### config.mk
export PLATFORM = sky130hd
export DESIGN_NAME = text_line_streamer
export DESIGN_NICKNAME = d
export VERILOG_FILES = /design/src/rtl/text_line_streamer.sv
export SDC_FILE = /design/constraint.sdc
export NUM_CORES = 1
export LEC_CHECK = 0
export ABC_AREA = 0
export BUFFER_PORTS_ARGS = -buffer_cell sky130_fd_sc_hd__buf_2
export CAP_MARGIN = 0
export CORE_ASPECT_RATIO = 0.5
export CORE_MARGIN = 5
export CORE_UTILIZATION = 40
export DETAILED_ROUTE_END_ITERATION = 8
export PLACE_DENSITY_LB_ADDON = 0.12
export SLEW_MARGIN = 30
export SYNTH_ARGS = -nofsm -noshare
export SYNTH_HDL_FRONTEND = slang
export SYNTH_SLANG_ARGS = --single-unit
### constraint.sdc
create_clock -name clk -period 1.8 [get_ports clk]
set_clock_uncertainty 0.1 [all_clocks]
set_input_delay 0.09 -clock clk [delete_from_list [all_inputs] [get_ports clk]]
set_output_delay 0.09 -clock clk [all_outputs]
set_load 0.05 [all_outputs]
### src/rtl/text_line_streamer.sv
// Line-to-ASCII byte streamer: looks up a line's ROM word range in the mapper,
// then emits each 16-bit ROM word as two bytes (high first) on a valid/ready stream.
module text_line_streamer #(
  parameter int ADDR_W = 10,
  parameter int LINE_W = 8
) (
  input  logic                clk,
  input  logic                rst_n,
  input  logic                req_valid,
  output logic                req_ready,
  input  logic [LINE_W-1:0]   req_line,
  output logic [LINE_W-1:0]   map_line,
  input  logic [2*ADDR_W-1:0] map_addr,
  output logic [ADDR_W-1:0]   rom_addr,
  input  logic [15:0]         rom_dout,
  output logic                ch_valid,
  input  logic                ch_ready,
  output logic [7:0]          ch_data,
  output logic                ch_last,
  output logic                done,
  output logic                err
);

  // state  | meaning
  // IDLE   | accepting a line request
  // MAP1   | mapper registering its lookup of map_line
  // MAP2   | range capture and validity check
  // RD1    | ROM registering the word at rom_addr
  // RD2    | word latched, high byte presented
  // HI     | high byte on the stream, waiting for accept
  // LO     | low byte on the stream, waiting for accept
  typedef enum logic [2:0] {
    S_IDLE,
    S_MAP1,
    S_MAP2,
    S_RD1,
    S_RD2,
    S_HI,
    S_LO
  } state_t;

  state_t              state_q, state_d;
  logic [LINE_W-1:0]   map_line_q, map_line_d;
  logic [ADDR_W-1:0]   rom_addr_q, rom_addr_d;
  logic [ADDR_W-1:0]   end_q, end_d;
  logic [7:0]          lo_q, lo_d;
  logic [7:0]          ch_data_q, ch_data_d;
  logic                ch_valid_q, ch_valid_d;
  logic                ch_last_q, ch_last_d;
  logic                done_q, done_d;
  logic                err_q, err_d;

  logic [ADDR_W-1:0]   map_start;
  logic [ADDR_W-1:0]   map_end;
  logic                at_end;

  assign map_start = map_addr[ADDR_W-1:0];
  assign map_end   = map_addr[2*ADDR_W-1:ADDR_W];
  assign at_end    = (rom_addr_q == end_q);

  always_comb begin
    state_d    = state_q;
    map_line_d = map_line_q;
    rom_addr_d = rom_addr_q;
    end_d      = end_q;
    lo_d       = lo_q;
    ch_data_d  = ch_data_q;
    ch_valid_d = ch_valid_q;
    ch_last_d  = ch_last_q;
    done_d     = 1'b0;
    err_d      = 1'b0;
    unique case (state_q)
      S_IDLE: begin
        if (req_valid) begin
          map_line_d = req_line;
          state_d    = S_MAP1;
        end
      end
      S_MAP1: state_d = S_MAP2;
      S_MAP2: begin
        end_d = map_end;
        // An inverted range never touches the ROM address.
        if (map_end < map_start) begin
          err_d   = 1'b1;
          state_d = S_IDLE;
        end else begin
          rom_addr_d = map_start;
          state_d    = S_RD1;
        end
      end
      S_RD1: state_d = S_RD2;
      S_RD2: begin
        lo_d       = rom_dout[7:0];
        ch_data_d  = rom_dout[15:8];
        ch_valid_d = 1'b1;
        ch_last_d  = 1'b0;
        state_d    = S_HI;
      end
      S_HI: begin
        if (ch_ready) begin
          ch_data_d = lo_q;
          ch_last_d = at_end;
          state_d   = S_LO;
        end
      end
      S_LO: begin
        if (ch_ready) begin
          ch_valid_d = 1'b0;
          ch_last_d  = 1'b0;
          // Increment only below end, so rom_addr cannot wrap at the top word.
          if (at_end) begin
            done_d  = 1'b1;
            state_d = S_IDLE;
          end else begin
            rom_addr_d = rom_addr_q + ADDR_W'(1);
            state_d    = S_RD1;
          end
        end
      end
      default: state_d = S_IDLE;
    endcase
  end

  always_ff @(posedge clk) begin
    if (!rst_n) begin
      state_q    <= S_IDLE;
      map_line_q <= '0;
      rom_addr_q <= '0;
      end_q      <= '0;
      lo_q       <= '0;
      ch_data_q  <= '0;
      ch_valid_q <= 1'b0;
      ch_last_q  <= 1'b0;
      done_q     <= 1'b0;
      err_q      <= 1'b0;
    end else begin
      state_q    <= state_d;
      map_line_q <= map_line_d;
      rom_addr_q <= rom_addr_d;
      end_q      <= end_d;
      lo_q       <= lo_d;
      ch_data_q  <= ch_data_d;
      ch_valid_q <= ch_valid_d;
      ch_last_q  <= ch_last_d;
      done_q     <= done_d;
      err_q      <= err_d;
    end
  end

  assign req_ready = (state_q == S_IDLE);
  assign map_line  = map_line_q;
  assign rom_addr  = rom_addr_q;
  assign ch_data   = ch_data_q;
  assign ch_valid  = ch_valid_q;
  assign ch_last   = ch_last_q;
  assign done      = done_q;
  assign err       = err_q;

  a_stall_hold: assert property (@(posedge clk) disable iff (!rst_n)
    (ch_valid && !ch_ready) |=> (ch_valid && $stable(ch_data)));

  a_pulse_excl: assert property (@(posedge clk)
    !(done && (err || ch_valid)));

endmodule

==> run summary <==
Final WL -> 7740 µm
Crit path kind -> reg -> reg
IO Pins -> 79
Layout cells sized above 1 -> 0.376
Clock transition at path regs -> 70 ps
Post-Synth Simple-Gate Area -> 0.214
Library cells used by synthesis -> 57
FF+latch count, synth -> 51
Mapped Avg Cell Area -> 8.22 µm²
Worst hold path cell count -> 3
Total CTS buffers -> 5
Syn Nets -> 387
Nets -> 517
Setup crit start kind -> flop
Clock latency on the worst-skew pair -> 290 ps
Detailed Place HPWL -> 5880 µm
Crit-path max FO -> 8
Post-route insts no fill -> 552
Cell at the slowest stage of the critical path -> dfxtp_1
Max VDD drop -> 0.000470 V
Status -> finished, final reports clean
Leakage -> 1.72 nW
CP endpoint kind -> flop
Worst path required time -> 1920 ps
Largest net degree at the start of global routing -> 27
Period utilization -> 0.983
Critical R2R Capture -> rom_addr[4]
Vias in the first global route -> 2725
Max-slew violations -> 0
Die footprint -> 8600 µm²
Final hold slack -> 50.7 ps
Finish-stage setup viols -> 0
RSZ-0062 raised after global routing -> yes
Placer Congestion -> 0.828
Cell taking the most area after synthesis -> dfxtp_1
Global-route wire length before repair -> 12900 µm
Vias per cell -> 5.04
Largest cells by area after synthesis -> dfxtp_1 38%, a21oi_1 8.7%, nand2_1 8.2%, ha_1 4.6%, nor2_1 3.7%
Placement Rows -> 21
FF-to-FF setup slack -> 30 ps
Ant. Diodes -> 0
Pin slew with the least headroom to its limit -> 554 ps
Min-delay worst type -> in -> reg
Final Util -> 0.598
Antenna Nets Post-Route -> 0
Die W -> 126 µm
Pwr/cell area -> 822 nW/µm²
DR vias -> 2780
DP Cell Count -> 516
H-Tree Depth -> 2
Reg2Reg Depth -> 6
Worst r2r src -> end_q[6]
Starting Density -> 0.408
Endpoints failing hold -> 0
Top cell type's share of synthesized area -> 0.378
Mux contribution to synthesized area -> 0.0296
Grt ovf -> 0
CTS tree -> yes
# fillers -> 623
Mapped Cells -> 329
Largest family of logic cells by synthesized area -> compound AO/OA/AOI/OAI gates
Initial antenna violation count -> 0
Hold path start -> map_addr[8]
Crit-path max cell delay -> 390 ps
Clock Root Buffer -> clkbuf_16
Die Span Y -> 68.1 µm
PnR Total Power -> 3.25 mW
GRT Resource Usage Total -> 0.184
Compound-Gate Fraction of Synth Area -> 0.220
Wire per inst -> 14.0 µm
Final Critical Period -> 1770 ps
DR pass1 iterations -> 4
Data arrival, critical path -> 1890 ps
CTS Sinks -> 51
Worst Hold End -> rom_addr[8]
Seq/Total Area, Yosys -> 0.378
Cell Chain, Critical Path -> xnor2_2 > nand4_2 > nor4_4 > or2_4 > and2_4 > o221a_1
Critical Path Start -> end_q[6]
Adder-Cell Fraction of Synth Area -> 0.0463
Worst rel slew slack -> 0.630
Number of max-cap violations -> 0
Yosys Warn Count -> 0
Layout Area Growth over Synthesis -> 46.4%
Core box area -> 6620 µm²
DRC viols -> 0
Xor/xnor share of the synthesized area -> 0.0412
Post-Syn Area -> 2700 µm²
Iteration-0 DRC Markers -> 165
Peak Freq -> 0.565 GHz
Clock Tree Buf Depth -> 2
Input/output buffers -> 78
-- metrics by stage --
step | TNS [ps] | setup slack (ps) | area, µm²
final | 0 | 30.5 | 3960
after global routing | -436 | -82.1 | 3960
after CTS | 0 | 10.8 | 3900
after detailed placement | -1560 | -198 | 3450
after global placement | -1400 | -173 | 3450
after floorplan | -198 | -63.8 | 2760
-- registers in the layout, summed over array words and instances (netlist names) --
signal    cells
err           1
ch_data       8
map_line      8
done          1
state_q       3
lo_q          8
end_q        10
rom_addr     10
ch_valid      1
ch_last       1
-- cells in the final DEF (no fill, tap or decap), types with 9 or more instances in the layout --
master         count
nand3_1            9
ha_1              10
buf_4             40
inv_1             16
nand2_1           59
a21oi_1           47
o21ai_0           10
buf_2             78
dfxtp_1           39
nor2_1            27
dlygate4sd3_1     24
-- where the power goes --
part	internal [mW]	total [mW]	switching (mW)
sequential	1.19	1.25	0.0546
clock	0.699	1.12	0.425
combinational	0.376	0.883	0.507
-- what timing repair did --
item / CTS / global route
buffers inserted: 3 / 1
hold buffers: 24 / 0
setup endpoints to repair: 10 / 21
resized for setup: 1 / 8
pin swaps: 2 / 6
hold endpoints to repair: 24 / 0
-- synthesized netlist by cell type, drive strengths merged --
master / number
or3: 2
a22oi: 1
nor3b: 1
a21oi: 48
nand3b: 1
a32o: 1
buf: 10
a22o: 1
and2: 3
o211ai: 1
a211oi: 4
nor3: 4
and4: 2
o2111ai: 1
o21ai: 12
xor2: 3
or2: 1
nand2: 60
a31oi: 1
nand4: 7
nor4: 2
o41ai: 1
clkbuf: 11
nor2: 27
and3: 3
a41oi: 1
o31a: 1
xnor2: 8
dfxtp: 51
o311ai: 1
ha: 10
a221oi: 4
inv: 19
o2bb2ai: 1
o221a: 2
o31ai: 2
o32ai: 3
a21boi: 1
nand3: 9
mux2i: 8
-- layer usage --
metal  track usage  vias up  routed length, µm  share of wire
met2         0.333       61               3770           0.49
met1         0.232     1314               3540           0.46
li1              -     1403                  -              -
met5             0        -                  0              0
met4        0.0267        0                 24         0.0031
met3        0.0460        2                409          0.053
-- worst max path at each step --
stage | cells past startpoint | endpoint | slack (ps)
floorplan | 8 | rom_addr[4] | -60
global placement | 10 | rom_addr[7] | -170
detailed placement | 10 | rom_addr[6] | -200
CTS | 7 | rom_addr[6] | 10
global route | 7 | rom_addr[3] | -80
finish | 6 | rom_addr[4] | 30
-- critical path, delay by kind of cell, from the launching register on --
family,cells,cell delay [ps]
simple gates,4,880
flops,1,390
compound gates,1,200
xor+xnor,1,140
-- cells by family after synthesis --
family,Yosys count
and+or+nand+nor,122
adders and majority gates,10
muxes,8
AOI/OAI and AO/OA,87
xor gates and xnor gates,11
buffers and inverters,40
DFF,51
-- area by class of cell --
| cell class | instances | area (µm²) | share of cell area |
|---|---|---|---|
| Tap cell | 92 | 115 | 0.0291 |
| Sequential cell | 51 | 1060 | 0.267 |
| Inverter | 19 | 71.3 | 0.0180 |
| Clock inverter | 2 | 38.8 | 0.00980 |
| Clock buffer | 6 | 139 | 0.0351 |
| Multi-Input combinational cell | 238 | 1570 | 0.396 |
| Timing Repair Buffer | 144 | 971 | 0.245 |
Note: power is estimated with default switching activity, not from simulation.
